### config.mk
export PLATFORM = sky130hd
export DESIGN_NAME = frame_tx_scheduler
export DESIGN_NICKNAME = d
export VERILOG_FILES = /design/src/rtl/frame_tx_pkg.sv /design/src/rtl/frame_tx_scheduler_byte_fifo.sv /design/src/rtl/frame_tx_scheduler.sv
export SDC_FILE = /design/constraint.sdc
export NUM_CORES = 1
export LEC_CHECK = 0
export CORE_ASPECT_RATIO = 1.5
export CORE_MARGIN = 8
export CORE_UTILIZATION = 31
export CTS_CLUSTER_DIAMETER = 100
export CTS_CLUSTER_SIZE = 10
export DETAILED_ROUTE_END_ITERATION = 10
export DONT_BUFFER_PORTS = 1
export GPL_ROUTABILITY_DRIVEN = 1
export GPL_TIMING_DRIVEN = 0
export PLACE_DENSITY = 0.45
export SYNTH_ARGS = -nofsm -noshare
export SYNTH_HDL_FRONTEND = slang
export SYNTH_SLANG_ARGS = --single-unit
### constraint.sdc
create_clock -name clock -period 4.38 [get_ports clock]
set_input_delay 0.438 -clock clock [delete_from_list [all_inputs] [get_ports clock]]
set_output_delay 0.438 -clock clock [all_outputs]
set_load 0.05 [all_outputs]
### src/rtl/frame_tx_pkg.sv
// frame_tx_pkg: shared state encodings, framing lengths and default
// framing constants for the frame transmit scheduler and its helpers.
package frame_tx_pkg;

  typedef enum logic [2:0] {
    ST_IDLE    = 3'd0,
    ST_HEADER  = 3'd1,
    ST_STREAM  = 3'd2,
    ST_TRAILER = 3'd3,
    ST_DROP    = 3'd4
  } tx_state_t;

  localparam int HEADER_LEN  = 3;
  localparam int TRAILER_LEN = 2;
  localparam int FIFO_DEPTH  = 4;

  localparam logic [15:0] DEFAULT_MAGIC    = 16'hffd8;
  localparam logic [15:0] DEFAULT_TRAILER  = 16'hffd9;
  localparam logic [14:0] DEFAULT_MIN_FREE = 15'd6000;

endpackage

### src/rtl/frame_tx_scheduler_byte_fifo.sv
// byte_fifo: small synchronous FIFO with first-word fall-through read data.
// A push while full is accepted only when a pop happens in the same cycle;
// otherwise the byte is refused and the caller decides what that means.
module byte_fifo #(
  parameter  int DEPTH = 4,
  parameter  int WIDTH = 8,
  localparam int AW    = (DEPTH > 1) ? $clog2(DEPTH) : 1,
  localparam int CW    = $clog2(DEPTH + 1)
) (
  input  logic             clock,
  input  logic             nreset,
  input  logic             push,
  input  logic             pop,
  input  logic [WIDTH-1:0] din,
  output logic [WIDTH-1:0] dout,
  output logic             full,
  output logic             empty,
  output logic [CW-1:0]    count
);

  logic [WIDTH-1:0] mem [DEPTH];
  logic [AW-1:0]    wr_ptr;
  logic [AW-1:0]    rd_ptr;
  logic             do_push;
  logic             do_pop;

  function automatic logic [AW-1:0] next_ptr(input logic [AW-1:0] p);
    return (p == AW'(DEPTH - 1)) ? '0 : p + AW'(1);
  endfunction

  assign empty   = (count == '0);
  assign full    = (count == CW'(DEPTH));
  assign do_pop  = pop & ~empty;
  assign do_push = push & (~full | do_pop);
  assign dout    = mem[rd_ptr];

  // Storage array; contents are don't-care until written, so no reset.
  always_ff @(posedge clock) begin
    if (do_push) mem[wr_ptr] <= din;
  end

  // Read/write pointers and occupancy count.
  always_ff @(posedge clock or negedge nreset) begin
    if (!nreset) begin
      wr_ptr <= '0;
      rd_ptr <= '0;
      count  <= '0;
    end else begin
      if (do_push) wr_ptr <= next_ptr(wr_ptr);
      if (do_pop)  rd_ptr <= next_ptr(rd_ptr);
      case ({do_push, do_pop})
        2'b10:   count <= count + CW'(1);
        2'b01:   count <= count - CW'(1);
        default: count <= count;
      endcase
    end
  end

endmodule

### src/rtl/frame_tx_scheduler.sv
// frame_tx_scheduler: decides per frame whether to forward it to the UART
// buffer and wraps forwarded frames as magic+id header, payload, trailer.
// Payload always flows through a small FIFO so header bytes can be emitted
// while the first payload bytes are already arriving.
module frame_tx_scheduler
  import frame_tx_pkg::*;
#(
  parameter logic [7:0]  FRAME_SKIP   = 8'd0,
  parameter logic [14:0] MIN_FREE     = DEFAULT_MIN_FREE,
  parameter logic [15:0] HEADER_MAGIC = DEFAULT_MAGIC,
  parameter logic [15:0] TRAILER      = DEFAULT_TRAILER
) (
  input  logic        clock,
  input  logic        nreset,
  input  logic        enable,
  input  logic        in_valid,
  input  logic [7:0]  in_data,
  input  logic        in_vsync,
  input  logic [14:0] buf_free,
  output logic        out_valid,
  output logic [7:0]  out_data,
  output logic [7:0]  frame_id,
  output logic [7:0]  dropped_count,
  output logic        overflow,
  output logic [2:0]  state
);

  localparam int CW = $clog2(FIFO_DEPTH + 1);

  tx_state_t   state_q;
  tx_state_t   state_d;
  logic [1:0]  idx_q;
  logic [1:0]  idx_d;
  logic        vsync_q;
  logic        rise;
  logic        fall;
  logic [7:0]  skip_cnt;
  logic        end_pending;

  logic        fifo_push;
  logic        fifo_pop;
  logic        fifo_full;
  logic        fifo_empty;
  logic [7:0]  fifo_dout;
  logic [CW-1:0] fifo_count;
  logic        fifo_empty_next;
  logic        byte_lost;

  logic        skip_load;
  logic        skip_dec;
  logic        drop_inc;
  logic        id_inc;
  logic        end_set;
  logic        end_clr;
  logic        emit_valid;
  logic [7:0]  emit_data;

  assign rise  = in_vsync & ~vsync_q;
  assign fall  = ~in_vsync & vsync_q;
  assign state = state_q;

  // Payload is only buffered while a forwarded frame is being built.
  assign fifo_push = in_valid & ((state_q == ST_HEADER) | (state_q == ST_STREAM));
  assign fifo_pop  = (state_q == ST_STREAM) & ~fifo_empty;
  assign byte_lost = fifo_push & fifo_full & ~fifo_pop;

  // Looking at the FIFO after this edge lets the trailer follow the last
  // payload byte back-to-back instead of leaving an idle cycle.
  assign fifo_empty_next = (fifo_empty & ~fifo_push) |
                           ((fifo_count == CW'(1)) & fifo_pop & ~fifo_push);

  byte_fifo #(
    .DEPTH (FIFO_DEPTH),
    .WIDTH (8)
  ) u_fifo (
    .clock  (clock),
    .nreset (nreset),
    .push   (fifo_push),
    .pop    (fifo_pop),
    .din    (in_data),
    .dout   (fifo_dout),
    .full   (fifo_full),
    .empty  (fifo_empty),
    .count  (fifo_count)
  );

  // Next-state, framing byte selection and bookkeeping strobes.
  always_comb begin
    state_d    = state_q;
    idx_d      = idx_q;
    skip_load  = 1'b0;
    skip_dec   = 1'b0;
    drop_inc   = 1'b0;
    id_inc     = 1'b0;
    end_set    = 1'b0;
    end_clr    = 1'b0;
    emit_valid = 1'b0;
    emit_data  = 8'h00;

    case (state_q)
      ST_IDLE: begin
        if (rise) begin
          if (!enable) begin
            state_d = ST_DROP;
          end else if (skip_cnt != 8'd0) begin
            skip_dec = 1'b1;
            state_d  = ST_DROP;
          end else if (buf_free < MIN_FREE) begin
            drop_inc = 1'b1;
            state_d  = ST_DROP;
          end else begin
            skip_load = 1'b1;
            idx_d     = 2'd0;
            state_d   = ST_HEADER;
          end
        end
      end

      ST_HEADER: begin
        emit_valid = 1'b1;
        case (idx_q)
          2'd0:    emit_data = HEADER_MAGIC[15:8];
          2'd1:    emit_data = HEADER_MAGIC[7:0];
          default: emit_data = frame_id;
        endcase
        // A very short frame can end while the header is still going out.
        if (fall) end_set = 1'b1;
        if (idx_q == 2'(HEADER_LEN - 1)) begin
          idx_d   = 2'd0;
          state_d = ST_STREAM;
        end else begin
          idx_d = idx_q + 2'd1;
        end
      end

      ST_STREAM: begin
        emit_valid = fifo_pop;
        emit_data  = fifo_dout;
        if (fall) end_set = 1'b1;
        if ((end_pending | fall) & fifo_empty_next) begin
          idx_d   = 2'd0;
          state_d = ST_TRAILER;
        end
      end

      ST_TRAILER: begin
        emit_valid = 1'b1;
        emit_data  = (idx_q == 2'd0) ? TRAILER[15:8] : TRAILER[7:0];
        if (idx_q == 2'(TRAILER_LEN - 1)) begin
          id_inc  = 1'b1;
          end_clr = 1'b1;
          idx_d   = 2'd0;
          state_d = ST_IDLE;
        end else begin
          idx_d = idx_q + 2'd1;
        end
      end

      ST_DROP: begin
        if (fall) state_d = ST_IDLE;
      end

      default: begin
        idx_d   = 2'd0;
        state_d = ST_IDLE;
      end
    endcase
  end

  // Frame-boundary history for rise/fall detection.
  always_ff @(posedge clock or negedge nreset) begin
    if (!nreset) vsync_q <= 1'b0;
    else         vsync_q <= in_vsync;
  end

  // FSM state and header/trailer byte index.
  always_ff @(posedge clock or negedge nreset) begin
    if (!nreset) begin
      state_q <= ST_IDLE;
      idx_q   <= 2'd0;
    end else begin
      state_q <= state_d;
      idx_q   <= idx_d;
    end
  end

  // Decimation counter: reloaded on each forwarded frame, counts down on skips.
  always_ff @(posedge clock or negedge nreset) begin
    if (!nreset)        skip_cnt <= 8'd0;
    else if (skip_load) skip_cnt <= FRAME_SKIP;
    else if (skip_dec)  skip_cnt <= skip_cnt - 8'd1;
  end

  // Frame id, saturating drop counter, sticky overflow and end-of-frame flag.
  always_ff @(posedge clock or negedge nreset) begin
    if (!nreset) begin
      frame_id      <= 8'd0;
      dropped_count <= 8'd0;
      overflow      <= 1'b0;
      end_pending   <= 1'b0;
    end else begin
      if (id_inc) frame_id <= frame_id + 8'd1;
      if (drop_inc && dropped_count != 8'hff) dropped_count <= dropped_count + 8'd1;
      if (byte_lost) overflow <= 1'b1;
      if (end_clr)      end_pending <= 1'b0;
      else if (end_set) end_pending <= 1'b1;
    end
  end

  // Registered output byte; data holds its last value between strobes.
  always_ff @(posedge clock or negedge nreset) begin
    if (!nreset) begin
      out_valid <= 1'b0;
      out_data  <= 8'h00;
    end else begin
      out_valid <= emit_valid;
      if (emit_valid) out_data <= emit_data;
    end
  end

endmodule

# ---- Word-level counts from Yosys, hierarchy flattened
# Memory sizes are Yosys's and may differ from the RTL's.
# Cells that the tools add are included.
dict set report word_totals {
  out_inout_bits 29
  memories 1
  inputBits 28
  latchBits 0
  regBits 48
  ramBits 32
  wordCells 127
  mem_bits_ro 0
}
dict set report op_classes {
  muxes 48
  shift 0
  addsub 8
  reduce_logical 12
  bitwise 23
  eq_ne 21
  magnitude_cmp 1
  div 0
  multipliers 0
}
# name depth width rd rd_ports_with_merged_regs wr line_no
set memory_table {}
lappend memory_table {u_fifo.mem 4 8 1 0 1 frame_tx_scheduler_byte_fifo.sv:21} ;# logic [WIDTH-1:0] mem [DEPTH];
# cell n
set ops {}
lappend ops {{$mux 3} 8}
lappend ops {{$pmux 8 s3} 1}
lappend ops {{$mux 1} 22}
lappend ops {{$mux 2} 9}
lappend ops {{$add 8x1->8 const B} 2}
lappend ops {{$mux 8} 2}
lappend ops {{$pmux 8 s2} 1}
lappend ops {{$lt 15x13->1 const B} 1}
lappend ops {{$pmux 3 s5} 1}
lappend ops {{$and 1x1->1} 12}
lappend ops {{$ne 2x2->1 const B} 6}
lappend ops {{$pmux 2 s5} 1}
lappend ops {{$eq 2x2->1 const B} 4}
lappend ops {{$ne 8x8->1 const B} 1}
lappend ops {{$reduce_bool 8->1} 1}
lappend ops {{$sub 8x1->8 const B} 1}
lappend ops {{$not 1->1} 7}
lappend ops {{$add 2x1->2 const B} 3}
lappend ops {{$eq 3x1->1 const B} 2}
lappend ops {{$eq 3x2->1 const B} 2}
lappend ops {{$eq 3x3->1 const B} 2}
lappend ops {{$logic_not 3->1} 2}
lappend ops {{$mux 6} 1}
lappend ops {{$pmux 3 s2} 1}
lappend ops {{other kinds (12)} 20}

# ---- Longest topological paths before layout
dict set report depth {
  ltp_word 9
  mapped_depth 10
  depth_no_buf 10
}

# ---- By module
# A second synthesis with hierarchy kept.
dict set report hier_totals {
  cells_unflattened 316
  area_unflattened_um2 3901.2
}
# module instances area_per_inst_um2 cells_each seq_area_each_um2
set by_module_without_submodules {}
lappend by_module_without_submodules {frame_tx_scheduler 1 2205.9 220 1026.0}
lappend by_module_without_submodules {byte_fifo 1 1695.4 96 1136.1}

# ---- Least setup slack after synthesis
# No wires, ideal clock.
dict set report synth_path {
  kind {reg-to-reg}
  start {register state_q[0], in the netlist state[0]}
  end {register u_fifo.count[2]}
  path_slack_ns 2.105
  stages_incl_launch_ff 10
  t_arrival_ns 2.195
  path_buffers 1
  period_less_slack_ns 2.275
  path_cell_list {dfrtp_1 -> buf_2 -> inv_1 -> a211oi_1 -> a21oi_1 -> nor3b_2 -> inv_1 -> ha_1 -> nor2_1 -> xnor2_1}
}
dict set report synth_between {
  elab_chain_cells 7
  elab_cells_between_ends 12
  cone_classes {eq/ne (4); mux (1); bitwise (6); reduce/logical (1)}
}
# element line_no
set synth_rtl {}
lappend synth_rtl {{start: declaration} frame_tx_scheduler.sv:30} ;# tx_state_t state_q;
lappend synth_rtl {{start signal: assignment} frame_tx_scheduler.sv:182} ;# state_q <= state_d;
lappend synth_rtl {{$eq 3x2->1} {frame_tx_scheduler.sv:63, frame_tx_scheduler.sv:64}}
lappend synth_rtl {{$and 1x1->1} frame_tx_scheduler.sv:64} ;# assign fifo_pop = (state_q == ST_STREAM) & ~fifo_empty;
lappend synth_rtl {{$and 1x1->1} frame_tx_scheduler_byte_fifo.sv:33} ;# assign do_pop = pop & ~empty;
lappend synth_rtl {{$or 1x1->1} frame_tx_scheduler_byte_fifo.sv:34} ;# assign do_push = push & (~full | do_pop);
lappend synth_rtl {{$and 1x1->1} frame_tx_scheduler_byte_fifo.sv:34}
lappend synth_rtl {{$eq 2x1->1 or $eq 2x2->1 (tied branches)} frame_tx_scheduler_byte_fifo.sv:51} ;# case ({do_push, do_pop})
lappend synth_rtl {{$pmux 3 s2 or $reduce_bool 2->1 (tied branches)} --}
lappend synth_rtl {{end signal: assignment} frame_tx_scheduler_byte_fifo.sv:52} ;# 2'b10: count <= count + CW'(1);
lappend synth_rtl {{end signal: assignment} frame_tx_scheduler_byte_fifo.sv:53} ;# 2'b01: count <= count - CW'(1);
lappend synth_rtl {{end signal: assignment} frame_tx_scheduler_byte_fifo.sv:54} ;# default: count <= count;
lappend synth_rtl {{end: declaration} frame_tx_scheduler_byte_fifo.sv:18} ;# output logic [CW-1:0] count
# Parallel ways exist; a longest one is shown, timed or not.
# A chain may end at the register's enable or synchronous reset.

# ---- Final worst setup path
dict set report layout_path {
  start {register state_q[0], in the netlist state[0]}
  end {memory u_fifo.mem[2][5], enable pin}
}
dict set report layout_between {
  elab_chain_cells 7
  elab_cells_between_ends 10
  cone_classes {eq/ne (2); mux (2); bitwise (6)}
}
# element line_no
set layout_rtl {}
lappend layout_rtl {{$eq 3x2->1} {frame_tx_scheduler.sv:63, frame_tx_scheduler.sv:64}}
lappend layout_rtl {{$and 1x1->1} frame_tx_scheduler.sv:64}
lappend layout_rtl {{$and 1x1->1} frame_tx_scheduler_byte_fifo.sv:33}
lappend layout_rtl {{$or 1x1->1} frame_tx_scheduler_byte_fifo.sv:34}
lappend layout_rtl {{$and 1x1->1 *} frame_tx_scheduler_byte_fifo.sv:34}
lappend layout_rtl {{$mux 1 *} frame_tx_scheduler_byte_fifo.sv:39} ;# if (do_push) mem[wr_ptr] <= din;
lappend layout_rtl {{$mux 1 (implied by the code) *} frame_tx_scheduler_byte_fifo.sv:39}
lappend layout_rtl {{end: declaration} frame_tx_scheduler_byte_fifo.sv:21}
# Mark *: on every way between the ends. The rest lies on a longest branch, timed or not.

==> impl_metrics.toml <==
[detailed_routing]
wl_met1_mm = 3.060
ant_nets = 0
dr.first_iter.drc_count = 90
totalWireLength_mm = 8.000
via_per_inst = 4.965
top_layer = "met4"
vias = 2274
routedWlPerCell_um = 17.47
dr_wl_met3_um = 716
routed-wl-met2_mm = 4.071
firstDrtPassIters = 4
drcViolationCount = 0

[layout]
most-common-layout-cells = "dfrtp_1, edfxtp_1, nor2_1"
final_common_cell = "dfrtp_1"
fin_nets = 342
drive_above_1_share_pct = 14.10
num-fill-cells = 1149
utilization_pct = 36.04
design_area_um2 = 4264
insertedDiodeCount = 0
area_delta_synth_final_pct = 14.59

[power]
p_comb_share_pct = 28.1
vdd.ir_drop.worst_mv = 0.2978
p_switching_uw = 1119
pwr-share-seq_pct = 45.4
power_uw = 2966
p_int_uw = 1847
swShare_pct = 37.74
power_density_nw_per_um2 = 695.5
clkPwrFrac_pct = 26.5
leakage_uw = 0.001703

[sta]
fin_worst_skew_ps = 6.793
final.min_clock_period_ps = 2660
tightestPinTransition_ps = 832.0
slew_viol_final = 0
rsz0062_at_grt = "no"
setup_tns_ps = 0
fmax_mhz = 375.9
post-route-period-util_pct = 60.73
slew_headroom_pct = 44.39
hold_violations = 0
finalSetupViolations = 0

[floorplan]
dieHeight_um = 150.2
core_area_um2 = 11830
die_width_um = 105.5
ioPinCount = 57
die-area_um2 = 15840
start_util_pct = 31.45
rows = 49

[setup_path]
rr_worst_depth = 6
cp-start-kind = "flip-flop"
cp-end-kind = "flip-flop"
critPathArrivalTime_ps = 2630
regToRegEndpoint = "u_fifo.mem[2][5]$_DFFE_PP_"
path_max_fanout = 9
path_class = "flip-flop to flip-flop"
rrSetupSlack_ps = 1720
r2r_start = "state[0]$_DFFE_PN0P_"
cp.required_ps = 4350

[worst_hold_path]
holdPathStages = 0
hold_class = "input port to flip-flop"
hold_end = "vsync_q$_DFF_PN0_"
min_from = "in_vsync"

[outcome]
status = "completed"

[synth]
ys_types = 48
yosysTopAreaCell = "dfrtp_1"
postSynthCellCount = 287
synth_area_um2 = 3721
yosys_warnings = 0
ys.flop_type = "dfrtp_1"
async_reset_ff_share_pct = 60.00
synth_enable_flop_cells = 32
synth_fp_nets = 329
synth_area_leaders = "dfrtp_1, edfxtp_1, xnor2_1"
ys_ff_latch = 80
seq_area_frac_synth_pct = 58.10
avgSynthCellArea_um2 = 12.97
synth_top_area_share_pct = 32.28

[clocking]
clock_path_buffers = 2
numCtsBuffers = 9
clk_latency_ps = 330
clk_pin_slew_worst_paths_ps = 60
root_buffer = "clkbuf_16"
numClockSinks = 80
postCtsSetupBuffers = 0
cts.htree.levels = 3
cts_hold_buffers = 2
tritoncts = "done"
post_cts_resized = 0

[grt]
grt_pass1_vias = 2460
grt_usage_pct = 10.79
grt_pass1_wl_mm = 13.18
grt_max_degree = 49
overflow = 0
antenna_found_initial = 0

[placement]
gp_congestion = 0.6936
port_buffers = 0
place_area_um2 = 3913
post-dp-hpwl_mm = 5.823

[flow_run]
cap_violations = 0
## worst max-delay path: stages, from the launching register on
cell and delay, ps:
dfrtp_1 650, buf_2 330, inv_1 130, a211oi_1 220, a21oi_1 80, nor3b_2 410
and2_1 490
## power groups by stage
stage | clock (µW) | combinational, µW | sequential [µW]
3_3_place_gp | 0 | 829 | 1370
5_1_grt | 841 | 949 | 1380
3_5_place_dp | 0 | 840 | 1370
4_1_cts | 811 | 857 | 1360
6_report | 786 | 833 | 1350
2_1_floorplan | 0 | 673 | 1310
## final cells by class
class | count | area (µm²) | share of cell area [%]
multi-input combinational | 184 | 1461 | 34.27
tap | 153 | 191.4 | 4.489
inverter | 12 | 45.04 | 1.056
timing repair buffer | 2 | 37.54 | 0.8803
buffer | 11 | 52.55 | 1.232
clock inverter | 5 | 81.33 | 1.907
clock buffer | 11 | 232.7 | 5.458
sequential | 80 | 2162 | 50.70
## per-stage QoR
step	cells	hold slack [ps]	setup slack (ps)
floorplan	287	142.4	2105
global route	458	117.8	1520
finish	458	133.3	1720
detailed placement	440	143.9	1657
CTS	458	120.3	1638
global placement	440	143.9	1666
## routing by layer
metal | vias to the layer above | track usage [%]
li1 | 1073 | -
met1 | 1137 | 10.91
met2 | 54 | 18.73
met3 | 10 | 4.370
met4 | 0 | 5.591
met5 | - | 0
## cells by family (layout without fill, tap and decap cells)
family	Yosys count	in the layout	share of synthesized area (%)
AO/OA/AOI/OAI	41	41	7.734
buffers and inverters	23	41	2.622
adder cells (fa/ha/maj)	14	14	4.708
XOR/XNOR	24	24	5.649
AND/OR/NAND/NOR	86	86	13.08
flip-flops	80	80	58.10
multiplexers	19	19	8.103
## how the worst max path moves through the flow
stage | startpoint | endpoint | slack (ps) | cells past startpoint
global placement | state[0]$_DFFE_PN0P_ | u_fifo.mem[3][4]$_DFFE_PP_ | 1670 | 6
floorplan | state[0]$_DFFE_PN0P_ | u_fifo.count[2]$_DFFE_PN0P_ | 2100 | 9
CTS | state[0]$_DFFE_PN0P_ | u_fifo.mem[2][2]$_DFFE_PP_ | 1640 | 6
detailed placement | state[0]$_DFFE_PN0P_ | u_fifo.mem[2][4]$_DFFE_PP_ | 1660 | 6
global route | state[0]$_DFFE_PN0P_ | u_fifo.mem[1][2]$_DFFE_PP_ | 1520 | 6
finish | state[0]$_DFFE_PN0P_ | u_fifo.mem[2][5]$_DFFE_PP_ | 1720 | 6
## flip-flops by register name, indices dropped and copies added, names as in the netlist, 2 cells and up
signal and cells:
idx_q 2, state 3, u_fifo.mem 32, dropped_count 8, u_fifo.count 3, frame_id 8
u_fifo.wr_ptr 2, out_data 8, u_fifo.rd_ptr 2, skip_cnt 8
## cells in the mapped netlist, types with 2 or more instances
cell type	instances
dfrtp_1	48
edfxtp_1	32
nor2_1	22
xnor2_1	21
ha_1	14
a21oi_1	12
inv_1	12
nand3_1	11
o21ai_0	11
nand2_1	10
nand4_1	9
and3_1	8
mux4_2	8
clkbuf_1	6
mux2_2	5
mux2i_1	5
and2_1	4
nand2b_1	4
o21a_1	4
a211oi_1	3
buf_2	3
nor2b_1	3
xor2_1	3
buf_4	2
nand4b_1	2
nor3_1	2
nor3b_2	2
No activity file was read; power rests on OpenSTA's default activity.
